==> src/rtl/sw_debounce_if.sv <==
// sw_debounce_if: raw pin inputs and debounced outputs of sw_debounce.
// rise_pulse/fall_pulse exist only when SW_DEBOUNCE_PULSE_EN is defined.
interface sw_debounce_if #(
  parameter int WIDTH = 10
);
  logic [WIDTH-1:0] raw_in;
  logic [WIDTH-1:0] clean_out;
  logic changed;
`ifdef SW_DEBOUNCE_PULSE_EN
  logic [WIDTH-1:0] rise_pulse;
  logic [WIDTH-1:0] fall_pulse;
  modport master (output raw_in, input clean_out, changed, rise_pulse, fall_pulse);
  modport slave (input raw_in, output clean_out, changed, rise_pulse, fall_pulse);
`else
  modport master (output raw_in, input clean_out, changed);
  modport slave (input raw_in, output clean_out, changed);
`endif
endinterface

==> src/rtl/sw_debounce.sv <==
// sw_debounce: 2-flop synchronizer plus per-channel tick-counted debounce for switch/button pins.
// Define SW_DEBOUNCE_PULSE_EN to add per-bit rise_pulse/fall_pulse outputs.
module sw_debounce #(
  parameter int WIDTH = 10,
  parameter int TICK_DIV = 50000,
  parameter int STABLE_TICKS = 10
) (
  input logic clk,
  input logic reset_n,
  sw_debounce_if.slave sw
);
  localparam int PW = (TICK_DIV > 1) ? $clog2(TICK_DIV) : 1;
  localparam int CW = $clog2(STABLE_TICKS + 1);
  logic [WIDTH-1:0] s1_q, s2_q, clean_q, clean_d;
  logic [PW-1:0] pre_q, pre_d;
  logic [CW-1:0] cnt_q [WIDTH];
  logic [CW-1:0] cnt_d [WIDTH];
  logic changed_q, changed_d;
  logic tick;
  always_comb begin
    tick = pre_q == PW'(TICK_DIV - 1);
    pre_d = tick ? '0 : pre_q + 1'b1;
    clean_d = clean_q;
    for (int i = 0; i < WIDTH; i++) begin
      // any single matching cycle restarts the count, tick or not
      cnt_d[i] = (s2_q[i] == clean_q[i]) ? '0 :
                 !tick ? cnt_q[i] :
                 (cnt_q[i] == CW'(STABLE_TICKS - 1)) ? '0 : cnt_q[i] + 1'b1;
      clean_d[i] = (s2_q[i] != clean_q[i] && tick && cnt_q[i] == CW'(STABLE_TICKS - 1)) ? s2_q[i] : clean_q[i];
    end
    changed_d = |(clean_d ^ clean_q);
  end
  always_ff @(posedge clk or negedge reset_n) begin
    if (!reset_n) begin
      s1_q <= '0;
      s2_q <= '0;
      pre_q <= '0;
      clean_q <= '0;
      changed_q <= 1'b0;
      for (int i = 0; i < WIDTH; i++) cnt_q[i] <= '0;
    end else begin
      s1_q <= sw.raw_in;
      s2_q <= s1_q;
      pre_q <= pre_d;
      clean_q <= clean_d;
      changed_q <= changed_d;
      for (int i = 0; i < WIDTH; i++) cnt_q[i] <= cnt_d[i];
    end
  end
  assign sw.clean_out = clean_q;
  assign sw.changed = changed_q;
`ifdef SW_DEBOUNCE_PULSE_EN
  logic [WIDTH-1:0] rise_q, rise_d, fall_q, fall_d;
  always_comb begin
    rise_d = clean_d & ~clean_q;
    fall_d = ~clean_d & clean_q;
  end
  always_ff @(posedge clk or negedge reset_n) begin
    if (!reset_n) begin
      rise_q <= '0;
      fall_q <= '0;
    end else begin
      rise_q <= rise_d;
      fall_q <= fall_d;
    end
  end
  assign sw.rise_pulse = rise_q;
  assign sw.fall_pulse = fall_q;
`endif
endmodule

==> src/flat_wrapper.sv <==
// flat-port wrapper written by rule: the top's interface ports become plain ports
module sw_debounce_flat 
#(
  parameter int WIDTH = 10,
  parameter int TICK_DIV = 50000,
  parameter int STABLE_TICKS = 10
)
  (clk, reset_n, sw_raw_in, sw_clean_out, sw_changed);
  sw_debounce_if #(.WIDTH(WIDTH)) sw_i ();
  input logic clk;
  input logic reset_n;
  input wire logic [$bits(sw_i.raw_in)-1:0] sw_raw_in;
  output wire logic [$bits(sw_i.clean_out)-1:0] sw_clean_out;
  output wire logic [$bits(sw_i.changed)-1:0] sw_changed;
  assign sw_i.raw_in = sw_raw_in;
  assign sw_clean_out = sw_i.clean_out;
  assign sw_changed = sw_i.changed;
  sw_debounce #(.WIDTH(WIDTH), .TICK_DIV(TICK_DIV), .STABLE_TICKS(STABLE_TICKS)) u_core (.clk(clk), .reset_n(reset_n), .sw(sw_i));
endmodule
==> config.mk <==
export PLATFORM = sky130hd
export DESIGN_NAME = sw_debounce_flat
export DESIGN_NICKNAME = d
export VERILOG_FILES = /design/src/rtl/sw_debounce_if.sv /design/src/rtl/sw_debounce.sv /design/src/flat_wrapper.sv
export SDC_FILE = /design/constraint.sdc
export NUM_CORES = 1
export LEC_CHECK = 0
export CORE_ASPECT_RATIO = 1.75
export CORE_MARGIN = 2
export CORE_UTILIZATION = 50
export CTS_BUF_LIST = sky130_fd_sc_hd__clkbuf_2
export DETAILED_ROUTE_END_ITERATION = 7
export HOLD_SLACK_MARGIN = 0.03
export PLACE_DENSITY = 0.69
export SETUP_SLACK_MARGIN = 0.2
export SYNTH_ARGS = -nofsm -noshare
export SYNTH_HDL_FRONTEND = slang
export SYNTH_SLANG_ARGS = --single-unit
==> constraint.sdc <==
create_clock -name clk -period 2.31 [get_ports clk]
set_clock_uncertainty 0.2 [all_clocks]
set_input_delay 0.462 -clock clk [delete_from_list [all_inputs] [get_ports clk]]
set_output_delay 0.462 -clock clk [all_outputs]
set_load 0.005 [all_outputs]
After elaboration in Yosys (flattened, before gate mapping):

Index checks and enable logic that the tools add are counted.

* register bits: 87
* output and inout port bits: 11

* add/subtract/negate cells: 11
* equal/unequal tests: 31
* multiplexer cells: 41
* bitwise logic cells: 1
* reduce and logical (&&, ||, !) cells: 31

Operators with widths (number)
* 2-to-1 mux 4 bit: 30
* adder 4 x 1 -> 4 bit (second input constant): 10
* equality test 4 bit (second input constant): 10
* logical AND 1 bit: 20
* nonzero test 2 bit: 10
* adder 16 x 1 -> 16 bit (second input constant): 1
* equality test 16 bit (second input constant): 1
* 2-to-1 mux 16 bit: 1
* equality test 1 bit: 10
* 2-to-1 mux 1 bit: 10
* inequality test 1 bit: 10
* OR reduction 10 bit: 1
* XOR 10 bit: 1

Longest topological paths before layout:

Gate-level depths: netlist (run 1).

* depth after elaboration: 6
* mapped depth: 8
* gate-level depth less buffers: 6

Worst setup path after synthesis (run 1):

No wires, ideal clock.

* kind: register to register
* start point: reg u_core.pre_q[0]
* end point: reg u_core.cnt_q[19] (netlist bit)
* setup time: 0.119 ns
* arrival time: 1.618 ns
* path slack: 0.373 ns
* stages on the path, launching flop included: 9
* period minus slack after synthesis: 1.937 ns
* cells stage by stage: dfrtp_1 > ha_1 > and3_1 > nand4_2 > buf_6 > buf_6 > clkbuf_1 > nor2_1 > o21a_1

* cells in the longest elaborated chain, start to end: 2

Ends and longest elaborated chain
* start: declaration: line sw_debounce.sv:15 `logic [PW-1:0] pre_q, pre_d;`
* start signal: assignment: line sw_debounce.sv:44 `pre_q <= pre_d;`
* equality test 16 bit: line sw_debounce.sv:21 `tick = pre_q == PW'(TICK_DIV - 1);`
* nonzero test 2 bit (no line)
* end: declaration: line sw_debounce.sv:16 `logic [CW-1:0] cnt_q [WIDTH];`

Every way passes these cells.
A chain may end at the register's enable or synchronous reset.

Worst setup path after layout (run 1):

* start point: reg u_core.pre_q[5]
* end point: reg u_core.cnt_q[2] (netlist bit)

Same word-level chain as after synthesis.

==> results.toml, run 1 <==
[status]
status = "completed"

[yosys]
syn_inst = 411
synth_area_leaders = "dfrtp_1 53%, ha_1 6.4%, nand2_1 4.9%, a21oi_1 3.9%, xnor2_1 3.4%"
synth_edf_count = 0
ys_seq_area_frac = 0.530
ys_types = 32
synth_fp_nets = 444
ys_warn_count = 0
syn_area_per_cell_um2 = 9.99
postSynth.asyncResetShare = 1.00
ys_ff_latch = 87
synth_area_leader_cell = "dfrtp_1"
synth_area_um2 = 4100
yosysMostFrequentCell = "dfrtp_1"
ys_top_cells_by_count = "87 x dfrtp_1, 54 x nand2_1, 32 x a21oi_1, 32 x nor2_1, 24 x nand3_1"
synth_ff_type = "dfrtp_1"
synth_top_area_share = 0.530

[floorplanning]
dieArea_um2 = 8980
start_util = 0.515
die_x_um = 72.5
rows = 43
die_h_um = 124
core-area_um2 = 7960
ios = 23

[timing]
setup-violations-final = 0
fin_setup_tns_ns = 0
timing.final.crit_share = 0.909
max_freq_mhz = 476
maxSlewViolCount = 0
relSlewSlack = 0.674
worstMarginPinSlew_ns = 0.485
fin_crit_ns = 2.10
rsz0062_at_grt = "yes"
hold_viol = 0

[global_route]
met2_usage = 0.338
grt_pass1_vias = 2983
antenna_found_initial = 1
grt_max_degree = 52
grtUsageMet3 = 0.0316
grt_pass1_wl_mm = 13.6
grt_use_total = 0.196
grt_overflow = 0
top_usage_layer = "met2"
use_met1 = 0.230

[worst_setup_path]
required_ns = 2.60
cp.depth = 5
cp-start-kind = "register"
path_delay_family = "simple AND/OR/NAND/NOR gates"
cp_slowest_cell = "dfrtp_2"
cp_data_arrival_time_ns = 2.39
crit_type = "reg2reg"
slowest_delay_ns = 0.47
endpoint_kind = "register"
r2r_cells = 5
path_cells = "nor4b_4 > nand4_4 > buf_8 > or4_1 > a21oi_1"
crit_buf_inv = 1
cp_max_fo = 29

[detailed_routing]
drt-vias-per-instance = 5.65
dr.pass1.iters = 4
drt-initial-drc-count = 192
drcViolationCount = 0
antenna_left = 0
wire_per_inst_um = 14.7
wl_mm = 8.14
via_count = 3122

[flow_run]
cap_violations = 0

[place]
port_buffers = 22
place.gp.congestion = 0.783
dp_hpwl_mm = 5.27

[layout]
area_growth_pct = 15.5
fin_nets = 492
drive_gt1_frac = 0.104
final_core_util = 0.595

[power]
total_power_uw = 2230
power_density_nw_per_um2 = 471
vdd_drop_max_v = 0.000307
p_leak_uw = 0.00222

[clocking]
htree_levels = 3
cts_inserted_buffers = 9
clk_transition_reported_paths_ns = 0.20
clock_latency_ns = 0.55
clock_sinks = 87
clock_path_buffers = 2
cts_tree = "built"
root_buffer = "clkbuf_2"

[worst_hold_path]
hold_path.class = "in2async"
[path summary, 6_finish.rpt]
| kind | from | slack, ns | endpoint |
|---|---|---|---|
| min | reset_n | 0.11 | u_core.cnt_q[17] |
| max reg2reg | u_core.pre_q[5] | 0.21 | u_core.cnt_q[2] |
| min in group clk | sw_raw_in[3] | 0.11 | u_core.s1_q[3] |
| max in group asynchronous | reset_n | 1.20 | u_core.cnt_q[29] |
| max | u_core.pre_q[5] | 0.21 | u_core.cnt_q[2] |
| min reg2reg | u_core.s1_q[4] | 0.17 | u_core.s2_q[4] |
[metal layers]
layer  part of all wire  up-vias  wire length, µm
met4              0.022        0              182
met2               0.53       42             4310
met1               0.42     1549             3440
met3              0.026       11              208
li1                   -     1520                -
met5                  0        -                0
[worst register-to-register path: cells and delay by family (launching register included)]
kind | cells | cell delay, ns
simple gates | 3 | 1.02
compound gates | 1 | 0.13
buf+inv | 1 | 0.22
flops | 1 | 0.47
[flip-flops by register name, summed over array words and instances (netlist names)]
name and cells:
u_core.cnt_q 40, u_core.s1_q 10, u_core.pre_q 16, u_core.s2_q 10
u_core.sw.clean_out 10, u_core.sw.changed 1
[per-stage QoR]
| stage | std cells | setup WS [ns] | hold WS (ns) | instance area, µm² |
|---|---|---|---|---|
| after global placement | 519 | 0.209 | 0.133 | 4450 |
| after global routing | 553 | 0.117 | 0.0550 | 4740 |
| after CTS | 545 | 0.142 | 0.0801 | 4610 |
| final | 553 | 0.211 | 0.111 | 4740 |
| after detailed placement | 519 | 0.168 | 0.135 | 4450 |
| after floorplan | 411 | 0.373 | -0.0336 | 4100 |
[layout by cell type, fill, tap and decap left out, types with 2 or more instances in the layout]
cell             count
dlymetal6s2s_1       2
and2_1               2
dfrtp_2              2
and4_1               2
dfrtp_1             85
or4_1               10
ha_1                20
nand3_1             24
o21ai_0             20
xor2_1               7
buf_4               21
or3_1               20
o21a_1              10
clkbuf_2            11
inv_1               22
nand3b_1            10
clkinv_1             2
dlygate4sd2_1        9
nand4_1              3
a31oi_1             10
xnor2_1             16
nand2_1             54
buf_12               3
o22ai_1              5
nor3_1               2
nor2_1              32
nor4b_4              2
a21oi_1             32
clkbuf_16            2
clkdlybuf4s50_1     10
nor4_1               2
[cells by family (layout without fill, tap and decap cells)]
| logic type | Yosys count | after routing | synth area share |
|---|---|---|---|
| xor+xnor | 23 | 23 | 0.0491 |
| compound gates | 78 | 78 | 0.107 |
| flops | 87 | 87 | 0.530 |
| other cells | 0 | 1 | 0 |
| fa+ha+maj | 21 | 21 | 0.0640 |
| simple gates | 168 | 168 | 0.212 |
| buf+inv | 34 | 85 | 0.0378 |
[cell type report]
| type | count | area (µm²) |
|---|---|---|
| Sequential cell | 87 | 2180 |
| Tap cell | 90 | 113 |
| Clock buffer | 11 | 55.1 |
| Clock inverter | 3 | 12.5 |
| Antenna cell | 1 | 2.50 |
| Timing Repair Buffer | 49 | 497 |
| Inverter | 22 | 82.6 |
| Multi-Input combinational cell | 290 | 1800 |
| Fill cell | 677 | 3220 |
[repair_timing]
item	CTS	global route
gates cloned	0	2
endpoints found under the hold margin	87	0
hold buffers	1	0
setup endpoints to repair	20	15
pin swaps	0	1
setup buffers	11	5
gates resized for setup	14	6
[report_power, final]
| part | total (µW) | switching [µW] | leakage [µW] | internal (µW) |
|---|---|---|---|---|
| sequential | 1550 | 8.39 | 0.00115 | 1540 |
| clock | 602 | 471 | 0.0000527 | 131 |
| combinational | 80.1 | 48.4 | 0.00101 | 31.8 |
Power figures use the tool's default switching activity.
==> run 2: changes to the inputs <==
--- a/config.mk
+++ b/config.mk
@@ -7,11 +7,11 @@
 export LEC_CHECK = 0
 export CORE_ASPECT_RATIO = 1.75
 export CORE_MARGIN = 2
-export CORE_UTILIZATION = 50
-export CTS_BUF_LIST = sky130_fd_sc_hd__clkbuf_2
+export CORE_UTILIZATION = 60
+export CTS_BUF_LIST = sky130_fd_sc_hd__clkbuf_2 sky130_fd_sc_hd__clkbuf_4 sky130_fd_sc_hd__clkbuf_8
 export DETAILED_ROUTE_END_ITERATION = 7
 export HOLD_SLACK_MARGIN = 0.03
-export PLACE_DENSITY = 0.69
+export PLACE_DENSITY_LB_ADDON = 0.08
 export SETUP_SLACK_MARGIN = 0.2
 export SYNTH_ARGS = -nofsm -noshare
 export SYNTH_HDL_FRONTEND = slang
==> run 2 against run 1 <==
Net effect:
- via count shrank 2.7%
- critical path type unchanged
- total power up 16%
- global-route usage up 4.3 points
- maximum frequency down 2.8%
- first-iteration DRC count down 9.4%
- die area is 16% lower
- clock power rose by 60%
- hold slack improved by 0.038 ns
==> results.toml, run 2 (synthesis results as in run 1) <==
[status]
status = "completed"

[worst_setup_path]
cp_data_arrival_time_ns = 2.25
endpoint_kind = "register"
path_cells = "nor4b_4 > nand4_4 > buf_4 > clkbuf_16 > or3_1 > a21oi_1"
slowest_delay_ns = 0.46
required_ns = 2.40
cp-start-kind = "register"
cp_max_fo = 7
crit_type = "reg2reg"
cp_slowest_cell = "dfrtp_1"

[clocking]
htree_levels = 3
clk_transition_reported_paths_ns = 0.08
clock_path_buffers = 2
cts_inserted_buffers = 9
root_buffer = "clkbuf_8"
cts_tree = "built"
clock_latency_ns = 0.37
clock_sinks = 87

[detailed_routing]
drt-vias-per-instance = 5.70
drt-initial-drc-count = 174
drcViolationCount = 0
via_count = 3039
dr.pass1.iters = 4
wire_per_inst_um = 15.4
wl_mm = 8.19
antenna_left = 0

[global_route]
antenna_found_initial = 0
grt_overflow = 0
grt_pass1_vias = 3099
grt_pass1_wl_mm = 13.8
grt_max_degree = 40
grt_use_total = 0.239

[place]
dp_hpwl_mm = 5.40
place.gp.congestion = 0.815
port_buffers = 22

[timing]
maxSlewViolCount = 0
timing.final.crit_share = 0.935
rsz0062_at_grt = "yes"
hold_viol = 0
worstMarginPinSlew_ns = 0.541
fin_crit_ns = 2.16
relSlewSlack = 0.636
fin_setup_tns_ns = 0
timing.hold.ws_ns = 0.149
max_freq_mhz = 463
setup-violations-final = 0

[floorplanning]
start_util = 0.623
die_h_um = 113
dieArea_um2 = 7540
rows = 39
core-area_um2 = 6590
die_x_um = 66.5
ios = 23

[layout]
final_common_cell = "dfrtp_1"
largest_reg_flops = 40
antenna_cells = 0
n_fill_cell = 502
regMostFlops = "u_core.cnt_q"
multi_input_area_um2 = 1810
drive_gt1_frac = 0.0931
fin_nets = 482
top_regs = "u_core.cnt_q (40), u_core.pre_q (16)"
area_growth_pct = 16.8
layout_common_cells = "86 x dfrtp_1, 54 x nand2_1, 32 x nor2_1, 29 x a21oi_1, 24 x nand3_1"
area.sequential_um2 = 2180

[power]
total_power_uw = 2590
p_sw_frac = 0.216
p_sw_uw = 560
power_density_nw_per_um2 = 540
vdd_drop_max_v = 0.000612
clkPwrFrac = 0.371
intPower_uw = 2030
combPwrFrac = 0.032
seqPwrFrac = 0.597
p_leak_uw = 0.00213

[flow_run]
cap_violations = 0

[worst_hold_path]
hold_path.class = "reg2reg"
## run 2: cell count changes in the layout (fill, tap and decap cells not counted), sizes merged
cell	previous run	this run
buf	25	14
clkdlybuf4s50	10	21
diode	1	0
clkbuf	13	15
dlymetal6s2s	2	0
clkinv	3	1
dlygate4sd2	9	0
## run 2: worst max-delay path, delay by kind of cell, from the launching register on
kind,cells,cell delay [ns]
AOI/OAI and AO/OA,1,0.14
buffers and inverters,2,0.36
DFF,1,0.46
and+or+nand+nor,3,0.91
## run 2: metrics by stage
stage          utilization  instances  area (µm²)  setup slack, ns
2_1_floorplan            -        411        4100            0.373
3_3_place_gp         0.680        513        4480            0.155
3_5_place_dp         0.680        513        4480           0.0857
4_1_cts              0.711        527        4680            0.182
5_1_grt              0.728        533        4790           0.0717
6_report             0.728        533        4790            0.150
## run 2: what timing repair did
action | in CTS | in global routing
gates cloned | 0 | 3
buffers inserted | 0 | 3
hold buffers | 1 | 0
setup endpoints to repair | 22 | 12
pin swaps | 3 | 2
resized for setup | 6 | 5
hold endpoints to repair | 28 | 0
## run 2: area by class of cell
class,instances,share of cell area
Tap cell,82,0.0214
Timing Repair Buffer,39,0.0939
Clock buffer,12,0.0344
Clock inverter,1,0.00104
Multi-Input combinational cell,290,0.378
Inverter,22,0.0172
Sequential cell,87,0.454
## run 2: final timing paths
kind                                  from               end  slack (ns)  cells past startpoint
max reg2reg                u_core.pre_q[4]  u_core.cnt_q[37]        0.15                      6
max in group asynchronous          reset_n   u_core.cnt_q[6]        0.92                      3
min in group asynchronous          reset_n    u_core.s1_q[3]        0.37                      2
min                         u_core.s1_q[8]    u_core.s2_q[8]        0.15                      0
min reg2reg                 u_core.s1_q[8]    u_core.s2_q[8]        0.15                      0
max                        u_core.pre_q[4]  u_core.cnt_q[37]        0.15                      6
## run 2: routing by layer
layer  vias to the layer above  global-route usage  routed length, µm
met1                      1494               0.288               3490
met2                        36               0.395               4310
met4                         0               0.106                191
met5                         -                   0                  0
met3                        13              0.0621                196
li1                       1496                   -                  -
## run 2: power groups by stage
| stage | logic, µW | clock network (µW) | registers [µW] |
|---|---|---|---|
| after global routing | 95.7 | 1050 | 1550 |
| after CTS | 85.1 | 975 | 1550 |
| after detailed placement | 83.7 | 0 | 1580 |
| after global placement | 81.7 | 0 | 1580 |
| after floorplan | 19.8 | 0 | 1580 |
| final | 82.5 | 961 | 1550 |
==> run 3: changes to the inputs <==
--- a/config.mk
+++ b/config.mk
@@ -5,6 +5,7 @@
 export SDC_FILE = /design/constraint.sdc
 export NUM_CORES = 1
 export LEC_CHECK = 0
+export CAP_MARGIN = 10
 export CORE_ASPECT_RATIO = 1.75
 export CORE_MARGIN = 2
 export CORE_UTILIZATION = 60
==> results of run 3 <==
Same layout as run 2: the final DEF is identical, and so are final timing and power.
